===== src/rtl/playback_sequencer_pkg.sv =====
// Shared types for the playback sequencer: LED colour codes, FSM states and the LED decoder.
// The FLASH states exist only when PLAYBACK_FLASH_EN is defined.
package playback_sequencer_pkg;

  localparam int LED_COUNT = 4;

  typedef enum logic [1:0] {
    GREEN  = 2'd0,
    RED    = 2'd1,
    BLUE   = 2'd2,
    YELLOW = 2'd3
  } color_t;

`ifdef PLAYBACK_FLASH_EN
  typedef enum logic [2:0] {
    ST_IDLE, ST_FETCH, ST_WAIT, ST_ON, ST_GAP, ST_DONE, ST_FLASH_ON, ST_FLASH_OFF
  } playback_state_t;
`else
  typedef enum logic [2:0] {
    ST_IDLE, ST_FETCH, ST_WAIT, ST_ON, ST_GAP, ST_DONE
  } playback_state_t;
`endif

  // One-hot LED vector, bit index equals the colour code.
  function automatic logic [LED_COUNT-1:0] led_decode(input color_t c);
    return (LED_COUNT)'(1) << c;
  endfunction

endpackage


===== src/rtl/playback_sequencer_if.sv =====
// Sequence memory read port shared between the sequencer (master) and the memory (slave).
interface playback_sequencer_if #(
  parameter int ADDR_WIDTH = 5,
  parameter int DATA_WIDTH = 2
);
  logic                  mem_rd;
  logic [ADDR_WIDTH-1:0] mem_addr;
  logic [DATA_WIDTH-1:0] mem_data;

  modport master (output mem_rd, output mem_addr, input mem_data);
  modport slave  (input mem_rd, input mem_addr, output mem_data);
endinterface


===== src/rtl/playback_sequencer_phase_timer.sv =====
// Loadable down-counter; zero flags the last cycle of a phase, so loading T-1 gives a T-cycle phase.
module phase_timer #(
  parameter int WIDTH = 3
) (
  input  logic             clk,
  input  logic             rst,
  input  logic             load,
  input  logic [WIDTH-1:0] load_value,
  output logic             zero
);
  logic [WIDTH-1:0] count;

  always_ff @(posedge clk) begin
    if (rst)                count <= '0;
    else if (load)          count <= load_value;
    else if (count != '0)   count <= count - 1'b1;
  end

  assign zero = (count == '0);
endmodule


===== src/rtl/playback_sequencer.sv =====
// Replays the stored colour sequence on four LEDs with speed-dependent on/gap timing.
// Optional all-LED flash mode is compiled in with `define PLAYBACK_FLASH_EN.
module playback_sequencer
  import playback_sequencer_pkg::*;
#(
  parameter int ADDR_WIDTH = 5,
  parameter int DATA_WIDTH = 2,
  parameter int T_ON_FAST  = 4,
  parameter int T_GAP_FAST = 2,
  parameter int T_ON_SLOW  = 8,
  parameter int T_GAP_SLOW = 4
`ifdef PLAYBACK_FLASH_EN
  , parameter int FLASH_COUNT = 3
`endif
) (
  input  logic                  clk,
  input  logic                  rst,
  input  logic                  start,
  input  logic                  abort,
  input  logic                  speed,
  input  logic [ADDR_WIDTH-1:0] last_index,
`ifdef PLAYBACK_FLASH_EN
  input  logic                  flash_req,
`endif
  playback_sequencer_if.master  mem,
  output logic                  led_green,
  output logic                  led_red,
  output logic                  led_blue,
  output logic                  led_yellow,
  output logic                  busy,
  output logic                  done
);

  localparam int T_MAX_ON  = (T_ON_FAST > T_ON_SLOW) ? T_ON_FAST : T_ON_SLOW;
  localparam int T_MAX_GAP = (T_GAP_FAST > T_GAP_SLOW) ? T_GAP_FAST : T_GAP_SLOW;
  localparam int T_MAX     = (T_MAX_ON > T_MAX_GAP) ? T_MAX_ON : T_MAX_GAP;
  localparam int TW        = (T_MAX > 1) ? $clog2(T_MAX) : 1;

  function automatic logic [TW-1:0] on_len_m1(input logic fast);
    return fast ? TW'(T_ON_FAST - 1) : TW'(T_ON_SLOW - 1);
  endfunction

  function automatic logic [TW-1:0] gap_len_m1(input logic fast);
    return fast ? TW'(T_GAP_FAST - 1) : TW'(T_GAP_SLOW - 1);
  endfunction

  playback_state_t       state, state_nx;
  logic [ADDR_WIDTH-1:0] idx, idx_nx, last_q;
  logic                  speed_q, speed_load, last_load;
  logic                  t_load, t_zero;
  logic [TW-1:0]         t_value;
  logic [DATA_WIDTH-1:0] rd_data;
  color_t                color_q;
  logic [LED_COUNT-1:0]  leds;
`ifdef PLAYBACK_FLASH_EN
  localparam int FCW = (FLASH_COUNT > 1) ? $clog2(FLASH_COUNT) : 1;
  logic [FCW-1:0] flash_cnt, flash_cnt_nx;
`endif

  phase_timer #(.WIDTH(TW)) u_phase_timer (
    .clk        (clk),
    .rst        (rst),
    .load       (t_load),
    .load_value (t_value),
    .zero       (t_zero)
  );

  always_ff @(posedge clk) begin
    if (rst) begin
      state   <= ST_IDLE;
      idx     <= '0;
      speed_q <= 1'b0;
      last_q  <= '0;
`ifdef PLAYBACK_FLASH_EN
      flash_cnt <= '0;
`endif
    end else begin
      state <= state_nx;
      idx   <= idx_nx;
      if (speed_load) speed_q <= speed;
      if (last_load)  last_q  <= last_index;
`ifdef PLAYBACK_FLASH_EN
      flash_cnt <= flash_cnt_nx;
`endif
    end
  end

  // Colour is a data register: captured from the read data one cycle after the strobe.
  assign rd_data = mem.mem_data;
  always_ff @(posedge clk) begin
    if (state == ST_WAIT) color_q <= color_t'(rd_data[1:0]);
  end

  always_comb begin
    state_nx   = state;
    idx_nx     = idx;
    speed_load = 1'b0;
    last_load  = 1'b0;
    t_load     = 1'b0;
    t_value    = '0;
`ifdef PLAYBACK_FLASH_EN
    flash_cnt_nx = flash_cnt;
`endif
    if (abort) begin
      state_nx = ST_IDLE;
      idx_nx   = '0;
    end else begin
      case (state)
        ST_IDLE: begin
          if (start) begin
            state_nx   = ST_FETCH;
            idx_nx     = '0;
            speed_load = 1'b1;
            last_load  = 1'b1;
          end
`ifdef PLAYBACK_FLASH_EN
          else if (flash_req) begin
            state_nx     = ST_FLASH_ON;
            speed_load   = 1'b1;
            t_load       = 1'b1;
            t_value      = on_len_m1(speed);
            flash_cnt_nx = '0;
          end
`endif
        end
        ST_FETCH: state_nx = ST_WAIT;
        ST_WAIT: begin
          state_nx = ST_ON;
          t_load   = 1'b1;
          t_value  = on_len_m1(speed_q);
        end
        ST_ON: begin
          if (t_zero) begin
            state_nx = ST_GAP;
            t_load   = 1'b1;
            t_value  = gap_len_m1(speed_q);
          end
        end
        // idx is compared before incrementing so a full-depth sequence never wraps.
        ST_GAP: begin
          if (t_zero) begin
            if (idx == last_q) begin
              state_nx = ST_DONE;
            end else begin
              idx_nx   = idx + 1'b1;
              state_nx = ST_FETCH;
            end
          end
        end
        ST_DONE: state_nx = ST_IDLE;
`ifdef PLAYBACK_FLASH_EN
        ST_FLASH_ON: begin
          if (t_zero) begin
            state_nx = ST_FLASH_OFF;
            t_load   = 1'b1;
            t_value  = gap_len_m1(speed_q);
          end
        end
        ST_FLASH_OFF: begin
          if (t_zero) begin
            if (flash_cnt == FCW'(FLASH_COUNT - 1)) begin
              state_nx = ST_DONE;
            end else begin
              flash_cnt_nx = flash_cnt + 1'b1;
              state_nx     = ST_FLASH_ON;
              t_load       = 1'b1;
              t_value      = on_len_m1(speed_q);
            end
          end
        end
`endif
        default: state_nx = ST_IDLE;
      endcase
    end
  end

  always_comb begin
    leds = '0;
    if (state == ST_ON) leds = led_decode(color_q);
`ifdef PLAYBACK_FLASH_EN
    if (state == ST_FLASH_ON) leds = '1;
`endif
  end

  assign {led_yellow, led_blue, led_red, led_green} = leds;
  assign busy         = (state != ST_IDLE) && (state != ST_DONE);
  assign done         = (state == ST_DONE);
  assign mem.mem_rd   = (state == ST_FETCH);
  assign mem.mem_addr = idx;

endmodule


===== src/flat_wrapper.sv =====
// flat-port wrapper written by rule: the top's interface ports become plain ports
module playback_sequencer_flat import playback_sequencer_pkg::*;
#(
  parameter int ADDR_WIDTH = 5,
  parameter int DATA_WIDTH = 2,
  parameter int T_ON_FAST  = 4,
  parameter int T_GAP_FAST = 2,
  parameter int T_ON_SLOW  = 8,
  parameter int T_GAP_SLOW = 4

)
  (clk, rst, start, abort, speed, last_index, led_green, led_red, led_blue, led_yellow, busy, done, mem_mem_rd, mem_mem_addr, mem_mem_data);
  playback_sequencer_if #(.ADDR_WIDTH(ADDR_WIDTH), .DATA_WIDTH(DATA_WIDTH)) mem_i ();
  input  logic clk;
  input  logic rst;
  input  logic start;
  input  logic abort;
  input  logic speed;
  input  logic [ADDR_WIDTH-1:0] last_index;
  output logic led_green;
  output logic led_red;
  output logic led_blue;
  output logic led_yellow;
  output logic busy;
  output logic done;
  output wire logic [$bits(mem_i.mem_rd)-1:0] mem_mem_rd;
  output wire logic [$bits(mem_i.mem_addr)-1:0] mem_mem_addr;
  input wire logic [$bits(mem_i.mem_data)-1:0] mem_mem_data;
  assign mem_mem_rd = mem_i.mem_rd;
  assign mem_mem_addr = mem_i.mem_addr;
  assign mem_i.mem_data = mem_mem_data;
  playback_sequencer #(.ADDR_WIDTH(ADDR_WIDTH), .DATA_WIDTH(DATA_WIDTH), .T_ON_FAST(T_ON_FAST), .T_GAP_FAST(T_GAP_FAST), .T_ON_SLOW(T_ON_SLOW), .T_GAP_SLOW(T_GAP_SLOW)) u_core (.clk(clk), .rst(rst), .start(start), .abort(abort), .speed(speed), .last_index(last_index), .mem(mem_i), .led_green(led_green), .led_red(led_red), .led_blue(led_blue), .led_yellow(led_yellow), .busy(busy), .done(done));
endmodule

===== config.mk =====
export PLATFORM = sky130hd
export DESIGN_NAME = playback_sequencer_flat
export DESIGN_NICKNAME = d
export VERILOG_FILES = /design/src/rtl/playback_sequencer_pkg.sv /design/src/rtl/playback_sequencer_if.sv /design/src/rtl/playback_sequencer_phase_timer.sv /design/src/rtl/playback_sequencer.sv /design/src/flat_wrapper.sv
export SDC_FILE = /design/constraint.sdc
export NUM_CORES = 1
export LEC_CHECK = 0
export BUFFER_PORTS_ARGS = -buffer_cell sky130_fd_sc_hd__buf_2
export CORE_AREA = 5 5 58 47
export DETAILED_ROUTE_END_ITERATION = 6
export DIE_AREA = 0 0 63 52
export PLACE_DENSITY = 0.86
export SYNTH_ARGS = -nofsm -noshare
export SYNTH_HDL_FRONTEND = slang
export SYNTH_SLANG_ARGS = --single-unit

===== constraint.sdc =====
create_clock -name clk -period 4.85 [get_ports clk]
set_clock_uncertainty 0.05 [all_clocks]
set_input_delay 0.97 -clock clk [delete_from_list [all_inputs] [get_ports clk]]
set_output_delay 0.97 -clock clk [all_outputs]
set_load 0.05 [all_outputs]

* Word level (Yosys, flattened, before mapping)
Index checks and enable logic that the tools add are counted.
Cells by class: add/subtract/negate cells 2, equal/unequal tests 11, shift operators 1, muxes and demuxes 23, reductions and logical operators 10
Operator list (number):
- 3-bit two-way mux | 9
- 5-bit two-way mux | 3
- 3-bit case mux with 5 select lines | 1
- 5-bit case mux with 2 select lines | 1
- 3-bit by 2-bit == test with 1-bit output (second input constant) | 2
- 3-bit == test (second input constant) | 2
- 3-bit zero test | 2
- 3-bit case mux with 2 select lines | 1
- 3-bit nonzero test | 2
- 5-bit by 1-bit adder with 5-bit output (second input constant) | 1
- 5-bit == test | 1
- 1-bit two-way mux | 5
- 4-bit two-way mux | 1
- 2-bit by 1-bit inequality test with 1-bit output (second input constant) | 2
- 2-bit inequality test (second input constant) | 2
- 4-bit AND reduction | 1
- 2-bit nonzero test | 2
- 1-bit by 2-bit << shifter with 4-bit output (first input constant) | 1
- 3-bit by 1-bit == test with 1-bit output (second input constant) | 1
- 3-bit inequality test (second input constant) | 1
- 3-bit AND reduction | 1
- 3-bit by 1-bit subtractor with 3-bit output (second input constant) | 1
- 2-bit two-way mux | 1
- 1-bit case mux with 2 select lines | 1
- other kinds (2) | 2
Storage, ports and cells: bits in registers 19, input bits 12, output and inout bits 12, logic and storage cells 53

* Longest topological paths before layout
Gate-level depths: netlist of the first run.
depth in word-level cells 5, depth in mapped cells 7, depth with buffers taken out 7

* Hierarchy
From an unflattened synthesis of the first run, not the netlist that was laid out.
Second synthesis, totals: cell total of the unflattened synthesis 132, area, all modules 1076.0 um^2
By module, submodules not included:
- playback_sequencer | instances 1, cells each 110, area an instance 869.6 um^2, seq. area each 340.3 um^2
- phase_timer | instances 1, cells each 22, area an instance 206.4 um^2, seq. area each 60.1 um^2

* Least setup slack after synthesis of the first run
OpenSTA, ideal clock, no wires.
path type reg-to-output, from register u_core.state[2], to output port led_red, arrival 1.941 ns, data required time 3.830 ns, slack 1.889 ns, stages on the path, launching flop included 4, path buffers 1, cell sequence dfxtp_1 clkbuf_1 nand3b_1 nor3b_1
On the way: word-level cells in the longest chain between the ends 2
Ends and longest elaborated chain:
- start: declaration | RTL line playback_sequencer.sv:47 | playback_state_t state, state_nx;
- start signal: assignment | RTL line playback_sequencer.sv:78 | state <= state_nx;
- 3-bit by 2-bit == test with 1-bit output | RTL line playback_sequencer.sv:179 | if (state == ST_ON) leds = led_decode(color_q);
- 4-bit two-way mux | RTL line playback_sequencer.sv:179
- end: declaration | RTL line flat_wrapper.sv:21 | output logic led_red;
Every way passes these cells.

* Worst setup path in the final report of the first run
from register u_core.state[2], to output port led_yellow
On the way: word-level cells in the longest chain between the ends 2
Ends and longest elaborated chain:
- 3-bit by 2-bit == test with 1-bit output | RTL line playback_sequencer.sv:179
- 4-bit two-way mux | RTL line playback_sequencer.sv:179
- end: declaration | RTL line flat_wrapper.sv:23 | output logic led_yellow;
Every way passes these cells.

==> results of run 1 <==
## sequential cells by signal (all words and copies together) (netlist names)
signal	cells
u_core.last_q	5
u_core.u_phase_timer.count	3
u_core.state	3
u_core.color_q	2
u_core.speed_q	1
u_core.mem.mem_addr	5
## power by group through the flow
stage | registers [mW] | clock network, mW | logic [mW]
detailed placement | 0.189 | 0 | 0.117
global placement | 0.188 | 0 | 0.113
floorplan | 0.185 | 0 | 0.0954
finish | 0.186 | 0.0819 | 0.118
global route | 0.188 | 0.0924 | 0.133
CTS | 0.185 | 0.0841 | 0.118
## synthesized netlist by cell type (2+ instances only)
library cell	n	area, sq um
a311oi_1	3	26.3
xor2_1	7	61.3
nand2b_1	5	31.3
o21ai_0	4	20.0
nor2_1	20	75.1
edfxtp_1	2	60.1
mux2i_1	6	60.1
nor3b_1	3	22.5
nand2_1	7	26.3
mux2_2	3	33.8
nand3_1	2	10.0
inv_1	4	15.0
nand4_1	3	18.8
nand3b_1	2	15.0
buf_6	2	22.5
nor3_1	3	15.0
clkbuf_1	3	11.3
ha_1	3	37.5
dfxtp_1	17	340
a21oi_1	5	25.0
## routing by layer
layer	GRT usage	share of wire	up-vias
met4	0.0353	0.0094	0
met5	0	0	-
met3	0.0475	0.093	4
met2	0.229	0.45	40
li1	-	-	462
met1	0.178	0.45	425
## cell type report
| class | count | area, sq um |
|---|---|---|
| fillers | 194 | 970 |
| multi-input cells | 91 | 601 |
| flip-flops and latches | 19 | 400 |
| repair buffers | 23 | 115 |
| well taps | 25 | 31.3 |
| clock buffers | 4 | 26.3 |
| inverters | 4 | 15.0 |
## critical path, stage by stage (launching register included)
cell      delay [ns]
dfxtp_1         0.57
nand3b_1        0.26
inv_1           0.08
and3_1          0.17
buf_2           0.20
## cell families after synthesis
group                      Yosys count  synth area share
adders and majority gates            3            0.0356
and+or+nand+nor                     52             0.256
xor gates and xnor gates             8            0.0664
AOI/OAI and AO/OA                   19             0.122
DFF                                 19             0.380
muxes                                9            0.0890
buffers and inverters               10            0.0510
## final timing paths
path | end | slack (ns) | start
hold / removal | u_core.u_phase_timer.count[0] | 0.45 | u_core.u_phase_timer.count[0]
setup / recovery | led_yellow | 2.24 | u_core.state[2]
setup reg to reg | u_core.mem.mem_addr[4] | 2.97 | u_core.u_phase_timer.count[0]
hold reg to reg | u_core.u_phase_timer.count[0] | 0.45 | u_core.u_phase_timer.count[0]
## per-stage QoR
stage	std cells	instance area [sq um]	total power, mW	setup WS [ns]
floorplan	120	1050	0.280	1.89
global placement	162	1160	0.301	2.63
detailed placement	162	1160	0.306	2.59
CTS	166	1190	0.387	2.24
global route	166	1190	0.413	2.15
finish	166	1190	0.386	2.24
==> flow_metrics.env, run 1 <==
export IMPL_status="finished clean"
export IMPL_clock_fmax_mhz=383
export IMPL_cts_root_buf="clkbuf_4"
export IMPL_rows=15
export IMPL_cts_made_buffers=3
export IMPL_comb_power_share=0.307
export IMPL_die_w_um=63
export IMPL_vias_per_cell=5.61
export IMPL_syn_area_sq_um=1050
export IMPL_wl_per_cell_um=13.5
export IMPL_ctsLongestPathBuffers=2
export IMPL_ir_drop_mv=0.234
export IMPL_ys_ff_latch=19
export IMPL_cell_internal_pwr_uw=256
export IMPL_layout_common_cells="buf_2 (23), nor2_1 (20), dfxtp_1 (17)"
export IMPL_worstPathRequired_ns=3.83
export IMPL_worstMarginPinSlew_ns=0.410
export IMPL_drive_gt1_frac=0.227
export IMPL_syn_nets=135
export IMPL_synthToLayoutAreaGrowth_pct=12.7
export IMPL_grt_first_pass_wirelength_um=3630
export IMPL_routed_wl_um=2240
export IMPL_fp_dieH_um=52
export IMPL_hold_buffers=0
export IMPL_p_switching_uw=130
export IMPL_yosys_warnings=0
export IMPL_hold_depth=1
export IMPL_critPathMaxFanout=13
export IMPL_hold_viol_final=0
export IMPL_crit_arrival_ns=1.59
export IMPL_path_clk_slew_ns=0.11
export IMPL_cap_violations=0
export IMPL_switching_share=0.338
export IMPL_start_util=0.489
export IMPL_postSynthAreaPerCell_sq_um=8.79
export IMPL_boundaryPins=24
export IMPL_setup_viol=0
export IMPL_postSynth_topFlopCell="dfxtp_1"
export IMPL_post_cts_buffers=0
export IMPL_grt_use_total=0.140
export IMPL_critPathLaunchType="flop"
export IMPL_rsz0062_at_grt="false"
export IMPL_setup_tns_ns=0
export IMPL_cts_tree="done"
export IMPL_route_detailed_drc=0
export IMPL_endpoint_kind="primary output"
export IMPL_antenna_found_initial=0
export IMPL_grt_max_degree=14
export IMPL_finalCriticalPeriod_ns=2.61
export IMPL_io_buffers=23
export IMPL_slew_limit_headroom=0.726
export IMPL_r2r_cells=7
export IMPL_cts_max_level=1
export IMPL_coreArea_sq_um=2160
export IMPL_critPathKind="flop to primary output"
export IMPL_clkPwrFrac=0.212
export IMPL_slew_violations=0
export IMPL_seq_power_share=0.481
export IMPL_firstDrtPassIters=4
export IMPL_ant_nets=0
export IMPL_fp_dieArea_sq_um=3280
export IMPL_clock_latency_ns=0.30
export IMPL_hold_class="flop to flop"
export IMPL_cts_sinks=19
export IMPL_diodes=0
export IMPL_drt_iter0_markers=23
export IMPL_fin_crit_sh=0.539
export IMPL_leakagePower_nw=0.523
export IMPL_hold_ws_ns=0.445
export IMPL_ctsResizeCount=0
export IMPL_ys_types=36
export IMPL_synthArstFlopShare=0
export IMPL_grt_pass1_vias=807
export IMPL_fin_nets=157
export IMPL_vias=931
export IMPL_synth_cells=120
export IMPL_yosysSeqAreaShare=0.380
export IMPL_cellPowerDensity_nw_per_um2=325
export IMPL_grt_ovfl_total=0
export IMPL_hpwl_um=1750
export IMPL_gp_congestion=0.855
export IMPL_final_common_cell="buf_2"
export IMPL_final_util=0.551
export IMPL_synth_edf_count=2
Note: power is estimated with default switching activity, not from simulation.
==> inputs of run 2 (changes only) <==
--- a/config.mk
+++ b/config.mk
@@ -6,10 +6,10 @@
 export NUM_CORES = 1
 export LEC_CHECK = 0
 export BUFFER_PORTS_ARGS = -buffer_cell sky130_fd_sc_hd__buf_2
-export CORE_AREA = 5 5 58 47
+export CORE_AREA = 5 5 59 48
 export DETAILED_ROUTE_END_ITERATION = 6
-export DIE_AREA = 0 0 63 52
-export PLACE_DENSITY = 0.86
+export DIE_AREA = 0 0 64 53
+export PLACE_DENSITY = 0.83
 export SYNTH_ARGS = -nofsm -noshare
 export SYNTH_HDL_FRONTEND = slang
 export SYNTH_SLANG_ARGS = --single-unit
==> constraint.sdc (replaced) <==
create_clock -name clk -period 2.7 [get_ports clk]
set_clock_uncertainty 0.05 [all_clocks]
set_input_delay 0.54 -clock clk [delete_from_list [all_inputs] [get_ports clk]]
set_output_delay 0.54 -clock clk [all_outputs]
set_load 0.05 [all_outputs]
==> run 2 against run 1 <==
  * Via count shrank 0.64%
  * Flip-flop and latch count unchanged
  * Combinational power rose by 73%
  * Critical endpoint is now led_red
  * Die area rose by 3.5%
  * Largest power group unchanged
  * Critical path depth fell by 1
  * Setup slack got worse by 1.8 ns
  * Final cell count unchanged
  * Non-clock buffer count unchanged
==> flow_metrics.env, run 2 (synthesis results as in run 1) <==
export IMPL_post_cts_buffers=0
export IMPL_fin_crit_sh=0.822
export IMPL_cp_top_family="flip-flops"
export IMPL_p_switching_uw=228
export IMPL_rsz0062_at_grt="false"
export IMPL_hold_viol_final=0
export IMPL_hold_ws_ns=0.350
export IMPL_die_w_um=64
export IMPL_crit_arrival_ns=1.63
export IMPL_route_detailed_drc=0
export IMPL_comb_power_share=0.298
export IMPL_critPathMaxFanout=10
export IMPL_cts_tree="done"
export IMPL_setup_worst_path_start="u_core.state[0]"
export IMPL_slowest_delay_ns=0.53
export IMPL_clock_fmax_mhz=450
export IMPL_hpwl_um=1740
export IMPL_worstMarginPinSlew_ns=0.391
export IMPL_fp_dieH_um=53
export IMPL_seq_power_share=0.484
export IMPL_worstPathCellList="nand3b_1 -> nor3b_1 -> buf_2"
export IMPL_setup_tns_ns=0
export IMPL_io_buffers=23
export IMPL_cell_internal_pwr_uw=458
export IMPL_worstHoldStart="mem_mem_data[0]"
export IMPL_leakagePower_nw=0.523
export IMPL_antenna_found_initial=0
export IMPL_diodes=0
export IMPL_worstPathRequired_ns=2.11
export IMPL_grt_busiest_layer="met2"
export IMPL_routed_wl_um=2290
export IMPL_ir_drop_mv=0.313
export IMPL_wl_per_cell_um=13.8
export IMPL_clock_latency_ns=0.30
export IMPL_grt_max_degree=14
export IMPL_vias=925
export IMPL_r2r_start="u_core.u_phase_timer.count[0]"
export IMPL_grt_first_pass_wirelength_um=3950
export IMPL_status="finished clean"
export IMPL_layout_common_cells="buf_2 (23), nor2_1 (20), dfxtp_1 (17)"
export IMPL_fin_nets=157
export IMPL_dp_slack_ns=0.825
export IMPL_r2r_cells=7
export IMPL_multi_input_area_sq_um=601
export IMPL_grt_ovfl_total=0
export IMPL_critPathKind="flop to primary output"
export IMPL_vias_per_cell=5.57
export IMPL_switching_share=0.332
export IMPL_coreArea_sq_um=2200
export IMPL_ctsLongestPathBuffers=2
export IMPL_final_seq_area_sq_um=400
export IMPL_path_clk_slew_ns=0.11
export IMPL_setup_viol=0
export IMPL_crit_buf_inv=1
export IMPL_hold_buffers=0
export IMPL_drive_gt1_frac=0.227
export IMPL_critPathLaunchType="flop"
export IMPL_ctsResizeCount=0
export IMPL_endpoint="led_red"
export IMPL_slew_limit_headroom=0.738
export IMPL_use_met2=0.234
export IMPL_firstDrtPassIters=5
export IMPL_cellPowerDensity_nw_per_um2=577
export IMPL_drt_iter0_markers=42
export IMPL_fp_dieArea_sq_um=3390
export IMPL_ant_nets=0
export IMPL_r2r_setup_slack_ns=0.82
export IMPL_gr_usage_met3=0.0467
export IMPL_grt_pass1_vias=867
export IMPL_p_total_uw=686
export IMPL_rows=15
export IMPL_cp_depth=3
export IMPL_final_common_cell="buf_2"
export IMPL_endpoint_kind="primary output"
export IMPL_hold_class="input port to flop"
export IMPL_gp_congestion=0.907
export IMPL_cts_sinks=19
export IMPL_finalCriticalPeriod_ns=2.22
export IMPL_cp_slowest_cell="dfxtp_1"
export IMPL_clkPwrFrac=0.218
export IMPL_synthToLayoutAreaGrowth_pct=12.7
export IMPL_r2r_end="u_core.mem.mem_addr[4]"
export IMPL_cap_violations=0
export IMPL_slew_violations=0
export IMPL_setup_ws_ns=0.480
export IMPL_cts_made_buffers=3
export IMPL_grt_use_met1=0.194
export IMPL_fillers=209
export IMPL_grt_use_total=0.147
export IMPL_start_util=0.480
export IMPL_boundaryPins=24
export IMPL_cts_root_buf="clkbuf_4"
export IMPL_cts_max_level=1
==> run 2: final cells by class <==
class,instances,area share
multi-input combinational,91,0.505
sequential,19,0.337
timing repair buffer,23,0.0968
tap,25,0.0263
clock buffer,4,0.0221
inverter,4,0.0126
==> run 2: worst reg2reg max path: stages, from the launching register on <==
cell and delay, ns:
dfxtp_1 0.34, inv_1 0.08, ha_1 0.18, nor2b_1 0.31
nand2_1 0.11, a21oi_2 0.29, mux2_2 0.37, nor2_1 0.08
==> run 2: how the worst min path moves through the flow <==
stage / to / depth (start not counted)
floorplan: u_core.u_phase_timer.count[0] / 1
global placement: u_core.u_phase_timer.count[0] / 1
detailed placement: u_core.u_phase_timer.count[0] / 1
CTS: u_core.color_q[0] / 1
global route: u_core.color_q[0] / 1
finish: u_core.color_q[0] / 1
==> run 2: power by group through the flow <==
stage               registers, mW  logic [mW]  clock network [mW]
floorplan                   0.332       0.171                   0
global placement            0.338       0.200                   0
detailed placement          0.339       0.205                   0
CTS                         0.333       0.206               0.154
global route                0.338       0.235               0.165
finish                      0.332       0.204               0.150
==> run 2: through the flow <==
stage | util | area, sq um | std cells
floorplan | - | 1050 | 120
global placement | 0.529 | 1160 | 162
detailed placement | 0.529 | 1160 | 162
CTS | 0.541 | 1190 | 166
global route | 0.541 | 1190 | 166
finish | 0.541 | 1190 | 166
==> run 2: metal layers <==
metal	wire length, um	share of wire
met3	213	0.093
met4	9	0.0039
met1	1030	0.45
met5	0	0
met2	1030	0.45
